--- src/rtl/iscas_bist_harness.sv ---
// BIST harness for a sequential benchmark core: LFSR stimulus on dut_in, MISR
// compaction of dut_out, and a pass flag against a golden signature.
module iscas_bist_harness #(
  parameter int                  IN_W         = 3,
  parameter int                  OUT_W        = 6,
  parameter int                  LFSR_W       = 16,
  parameter logic [LFSR_W-1:0]   LFSR_TAPS    = 16'hB400,
  parameter logic [LFSR_W-1:0]   SEED         = 16'hACE1,
  parameter int                  MISR_W       = 16,
  parameter logic [MISR_W-1:0]   MISR_POLY    = 16'h1021,
  parameter int                  INIT_CYCLES  = 2,
  parameter logic [IN_W-1:0]     INIT_VEC     = 3'b000,
  parameter int                  NUM_PATTERNS = 1024,
  parameter int                  LATENCY      = 1
) (
  input  logic              clk,
  input  logic              rst,
  input  logic              start,
  input  logic [MISR_W-1:0] golden_sig,
  input  logic [OUT_W-1:0]  dut_out,
  output logic [IN_W-1:0]   dut_in,
  output logic              busy,
  output logic              done,
  output logic              pass,
  output logic [MISR_W-1:0] signature
);

  localparam int CNT_M1  = (INIT_CYCLES > NUM_PATTERNS) ? INIT_CYCLES : NUM_PATTERNS;
  localparam int CNT_MAX = (CNT_M1 > LATENCY) ? CNT_M1 : LATENCY;
  localparam int CNT_W   = (CNT_MAX < 1) ? 1 : $clog2(CNT_MAX + 1);

  localparam logic [CNT_W-1:0]  INIT_LD  = CNT_W'((INIT_CYCLES > 0) ? INIT_CYCLES - 1 : 0);
  localparam logic [CNT_W-1:0]  RUN_LD   = CNT_W'(NUM_PATTERNS - 1);
  localparam logic [CNT_W-1:0]  DRAIN_LD = CNT_W'((LATENCY > 0) ? LATENCY - 1 : 0);
  localparam logic [LFSR_W-1:0] SEED_EFF = (SEED == '0) ? LFSR_W'(1) : SEED;

  typedef enum logic [2:0] {S_IDLE, S_INIT, S_RUN, S_DRAIN, S_DONE} state_e;

  state_e              state_q, state_d;
  logic [CNT_W-1:0]    cnt_q, cnt_d;
  logic [LFSR_W-1:0]   lfsr_q, lfsr_d;
  logic [MISR_W-1:0]   misr_q, misr_d, misr_next;
  logic                pass_q, pass_d;
  logic [IN_W-1:0]     dut_in_q, dut_in_d;
  logic                accept;
  logic                compact;

  // start is a single-cycle request with no ready; it is only honoured in IDLE/DONE.
  assign accept = start && ((state_q == S_IDLE) || (state_q == S_DONE));

  always_ff @(posedge clk or posedge rst) begin
    if (rst) begin
      state_q  <= S_IDLE;
      cnt_q    <= '0;
      lfsr_q   <= SEED_EFF;
      misr_q   <= '0;
      pass_q   <= 1'b0;
      dut_in_q <= '0;
    end else begin
      state_q  <= state_d;
      cnt_q    <= cnt_d;
      lfsr_q   <= lfsr_d;
      misr_q   <= misr_d;
      pass_q   <= pass_d;
      dut_in_q <= dut_in_d;
    end
  end

  // Single down-counter, reloaded with the residency of whichever state is entered.
  always_comb begin
    state_d = state_q;
    cnt_d   = cnt_q;
    unique case (state_q)
      S_IDLE, S_DONE: begin
        if (accept) begin
          if (INIT_CYCLES > 0) begin
            state_d = S_INIT;
            cnt_d   = INIT_LD;
          end else begin
            state_d = S_RUN;
            cnt_d   = RUN_LD;
          end
        end
      end
      S_INIT: begin
        if (cnt_q == '0) begin
          state_d = S_RUN;
          cnt_d   = RUN_LD;
        end else begin
          cnt_d = cnt_q - 1'b1;
        end
      end
      S_RUN: begin
        if (cnt_q == '0) begin
          if (LATENCY > 0) begin
            state_d = S_DRAIN;
            cnt_d   = DRAIN_LD;
          end else begin
            state_d = S_DONE;
            cnt_d   = '0;
          end
        end else begin
          cnt_d = cnt_q - 1'b1;
        end
      end
      S_DRAIN: begin
        if (cnt_q == '0) begin
          state_d = S_DONE;
          cnt_d   = '0;
        end else begin
          cnt_d = cnt_q - 1'b1;
        end
      end
      default: begin
        state_d = S_IDLE;
        cnt_d   = '0;
      end
    endcase
  end

  // RUN cycle index k = NUM_PATTERNS-1-cnt; the first LATENCY responses are stale.
  always_comb begin
    compact   = ((state_q == S_RUN) && ((NUM_PATTERNS - 1 - int'(cnt_q)) >= LATENCY))
                || (state_q == S_DRAIN);
    misr_next = {misr_q[MISR_W-2:0], 1'b0} ^ (misr_q[MISR_W-1] ? MISR_POLY : '0)
                ^ MISR_W'(dut_out);

    lfsr_d = lfsr_q;
    misr_d = misr_q;
    pass_d = pass_q;
    if (accept) begin
      lfsr_d = SEED_EFF;
      misr_d = '0;
      pass_d = 1'b0;
    end else begin
      if (state_q == S_RUN) lfsr_d = {lfsr_q[LFSR_W-2:0], ^(lfsr_q & LFSR_TAPS)};
      if (compact)          misr_d = misr_next;
      if ((state_d == S_DONE) && (state_q != S_DONE)) pass_d = (misr_d == golden_sig);
    end

    // dut_in is registered from next-state values so it lines up with the RUN cycle.
    unique case (state_d)
      S_INIT:  dut_in_d = INIT_VEC;
      S_RUN:   dut_in_d = lfsr_d[IN_W-1:0];
      default: dut_in_d = '0;
    endcase
  end

  always_comb begin
    busy      = (state_q == S_INIT) || (state_q == S_RUN) || (state_q == S_DRAIN);
    done      = (state_q == S_DONE);
    pass      = pass_q;
    signature = misr_q;
    dut_in    = dut_in_q;
  end

endmodule

--- config.mk ---
export PLATFORM = sky130hd
export DESIGN_NAME = iscas_bist_harness
export DESIGN_NICKNAME = d
export VERILOG_FILES = /design/src/rtl/iscas_bist_harness.sv
export SDC_FILE = /design/constraint.sdc
export NUM_CORES = 1
export LEC_CHECK = 0
export ABC_AREA = 1
export CAP_MARGIN = 20
export CORE_MARGIN = 3
export CORE_UTILIZATION = 35
export CTS_CLUSTER_SIZE = 10
export DETAILED_ROUTE_END_ITERATION = 16
export GPL_ROUTABILITY_DRIVEN = 0
export SLEW_MARGIN = 10
export SYNTH_ARGS = -nofsm -noshare
export SYNTH_HDL_FRONTEND = slang
export SYNTH_SLANG_ARGS = --single-unit
export TNS_END_PERCENT = 10
--- constraint.sdc ---
create_clock -name clk -period 4.5 [get_ports clk]
set_clock_uncertainty 0.15 [all_clocks]
set_input_delay 0.675 -clock clk [delete_from_list [all_inputs] [get_ports clk]]
set_output_delay 0.675 -clock clk [all_outputs]
set_load 0.05 [all_outputs]
==> summary.txt <==
Logic synthesis
  • Post-Synthesis Mean Instance Area: 7.65 um^2
  • Synth Register Bits: 50
  • Mapped Nets: 397
  • Register area share after synthesis: 44.7%
  • Synth Instances: approximately 370
  • YS warnings: 0
  • Synthesized area: between 2000 and 3000 um^2
  • Synth cell types: 34

Place
  • Placed cell areas: 3380 um^2
  • Port bufs: 46
  • Post-DP HPWL: between 4000 and 5000 um
  • Placed cell count: 510

Floorplan
  • Vert. Die Dim: around 96 um
  • Cell Rows: 32
  • Starting density of the core: 36.3%
  • I/O pin count: 47
  • DIE AREA: ~9000 um^2
  • Core area: 7770 um^2
  • DIE WIDTH: roughly 96 um

Final layout
  • Non-Filler Instances: 519
  • FILL cells: 771
  • Layout area overhead: 23.9%
  • Layout cells sized above 1: 8.15%
  • # diodes: 0
  • Fin area: 3500 um^2
  • Most frequent cells in the layout: nand2_1 (96), inv_1 (49), clkdlybuf4s50_1 (46)
  • Post-layout nets: 444
  • Most common cell after layout, fill and taps aside: nand2_1

Setup path
  • CP Data Arrival Time: 3260 ps
  • CP endpoint kind: flop
  • Setup crit start: cnt_q[0]
  • Reg2Reg Depth: 17
  • CP startpoint kind: flop
  • Reg2reg start: cnt_q[0]
  • Worst reg2reg setup slack: 1330 ps
  • Setup Crit Path Kind: reg -> reg
  • Worst EP required: 4590 ps
  • Crit path max fanout: 22

Outcome
  • Outcome: finished clean

CTS
  • CTS Hold Bufs: 0
  • Clock-pin slew on the worst setup and hold paths: 110 ps
  • Number of buffers created by CTS: 5
  • CTS root buffer: clkbuf_8
  • CTS tree: built
  • Resize count post-CTS: 0
  • Setup bufs post-CTS: 0
  • Worst skew pair latency: 310 ps
  • H-tree levels: 2
  • Clock tree buffer depth: 2
  • CTS Sinks: 50

GRT
  • GR Util All Layers: ~15%
  • Met2 Usage GRT: 23.6%
  • Vias in the first global route: 2361
  • Met3 Usage GRT: 3.13%
  • Gr busiest metal: met2
  • Total grt overflow: 0
  • Met1 Usage GRT: 21.9%
  • Largest net degree at the start of global routing: 51
  • First-pass GRT wire length: 11200 um
  • Initial antenna violation count: 0

Route
  • Wirelength per Cell: 12.9 um
  • DR DRC count: 0
  • Vias: 2514
  • DRC violation total after the first TritonRoute iteration: around 190
  • Drt pass-1 iters: 4
  • DR vias/cell: about 4.8
  • Routed wire length: 6710 um
  • DRT antenna net count: 0

Power and ir drop
  • P per Cell Area: around 800 nW/um^2
  • Peak VDD IR: 0.000287 V
  • Leakage: between 1.5 and 2 nW

STA
  • FMAX: 0.316 GHz
  • Fin Setup TNS: 0 ps
  • Final slew viol count: 0
  • Slew @ Worst Pin: 703 ps
  • Final hold viol count: 0
  • Relative slew margins: a little over half
  • RSZ-0062 raised after global routing: false
  • Final setup violation count: 0
  • Final min period: between 3000 and 4000 ps
  • WHS: 325 ps
  • Tcrit/Tclk final: a little over 70%

Job
  • Max Cap Viol: 0

Min path
  • Min-delay src: lfsr_q[14]
  • Hold-critical path depth: 2
  • Hold Path Class: reg -> reg
metrics by stage:
step                power (mW)  util [%]  worst slack [ps]
floorplan                 2.07         -              2400
global placement          2.45      43.5              1430
detailed placement        2.48      43.5              1330
CTS                       2.78      44.8              1310
global route              3.02      45.0               873
finish                    2.75      45.0              1330
synth_stat cells:
cell / instances / area [um^2]
a211oi_1: 1 / 7.51
a21boi_0: 1 / 7.51
a21oi_1: 13 / 65.1
a22o_1: 1 / 8.76
a31oi_1: 1 / 6.26
a31oi_2: 1 / 12.5
buf_2: 4 / 20.0
buf_6: 1 / 11.3
clkbuf_1: 4 / 15.0
clkinv_1: 1 / 3.75
dfrtp_1: 42 / 1050
dfstp_2: 8 / 210
ha_1: 3 / 37.5
inv_1: 50 / 188
inv_2: 3 / 11.3
nand2_1: 96 / 360
nand2_2: 2 / 12.5
nand3_1: 34 / 170
nand3b_1: 12 / 90.1
nand4_1: 1 / 6.26
nand4_4: 1 / 21.3
nor2_1: 34 / 128
nor2_2: 3 / 18.8
nor3_1: 4 / 20.0
nor3_4: 1 / 16.3
nor3b_1: 1 / 7.51
nor4_1: 1 / 6.26
o21ai_0: 11 / 55.1
o21ai_1: 2 / 10.0
o21ai_2: 2 / 17.5
o22ai_1: 13 / 81.3
or2_2: 1 / 6.26
xnor2_1: 11 / 96.3
xor2_1: 5 / 43.8
critical path: stages (launching register included):
cell and delay (ps):
dfrtp_1 360, inv_1 100, ha_1 210, inv_1 50
nand2_1 40, nor2_1 70, nand3_1 70, nand2_1 520
nand2_1 620, nand2_1 290, nand2_1 90, nand2_1 60
nand2_1 50, nor2_1 80, nand2_1 50, nor2_1 100
nand2_1 50, a21oi_1 110
power breakdown:
part	switching, mW	leakage (nW)	internal, mW
registers	0.169	0.617	0.667
logic	1.06	0.984	0.573
clock network	0.170	0.0502	0.116
sequential cells by signal, summed over array words and instances, names as in the netlist:
register,count
lfsr_q,16
signature,16
cnt_q,11
dut_in,3
state_q,3
pass,1
final timing paths:
kind                         endpoint
max in group asynchronous   lfsr_q[0]
setup reg to reg                 pass
hold reg to reg            lfsr_q[15]
hold / removal             lfsr_q[15]
setup / recovery                 pass
min in group asynchronous   lfsr_q[4]
logic make-up after synthesis:
group                      synth area share, %
xor gates and xnor gates                  4.96
DFF                                       44.7
adders and majority gates                 1.33
buffers and inverters                     8.82
and+or+nand+nor                           30.6
AOI/OAI and AO/OA                         9.62
cell type report:
class / instances / area, um^2 / area share (%)
Sequential cell: 50 / 1260 / 36.1
Tap cell: 102 / 128 / 3.65
Timing Repair Buffer: 49 / 495 / 14.2
Multi-Input combinational cell: 256 / 1310 / 37.5
Clock buffer: 5 / 68.8 / 1.97
Inverter: 54 / 203 / 5.80
Clock inverter: 3 / 28.8 / 0.823
metal layers:
metal,vias up,share of wire [%]
met5,-,0
met4,0,1.4
met3,9,5.3
met2,54,46
met1,1172,47
li1,1279,-
(Power assumes the default switching activity.)
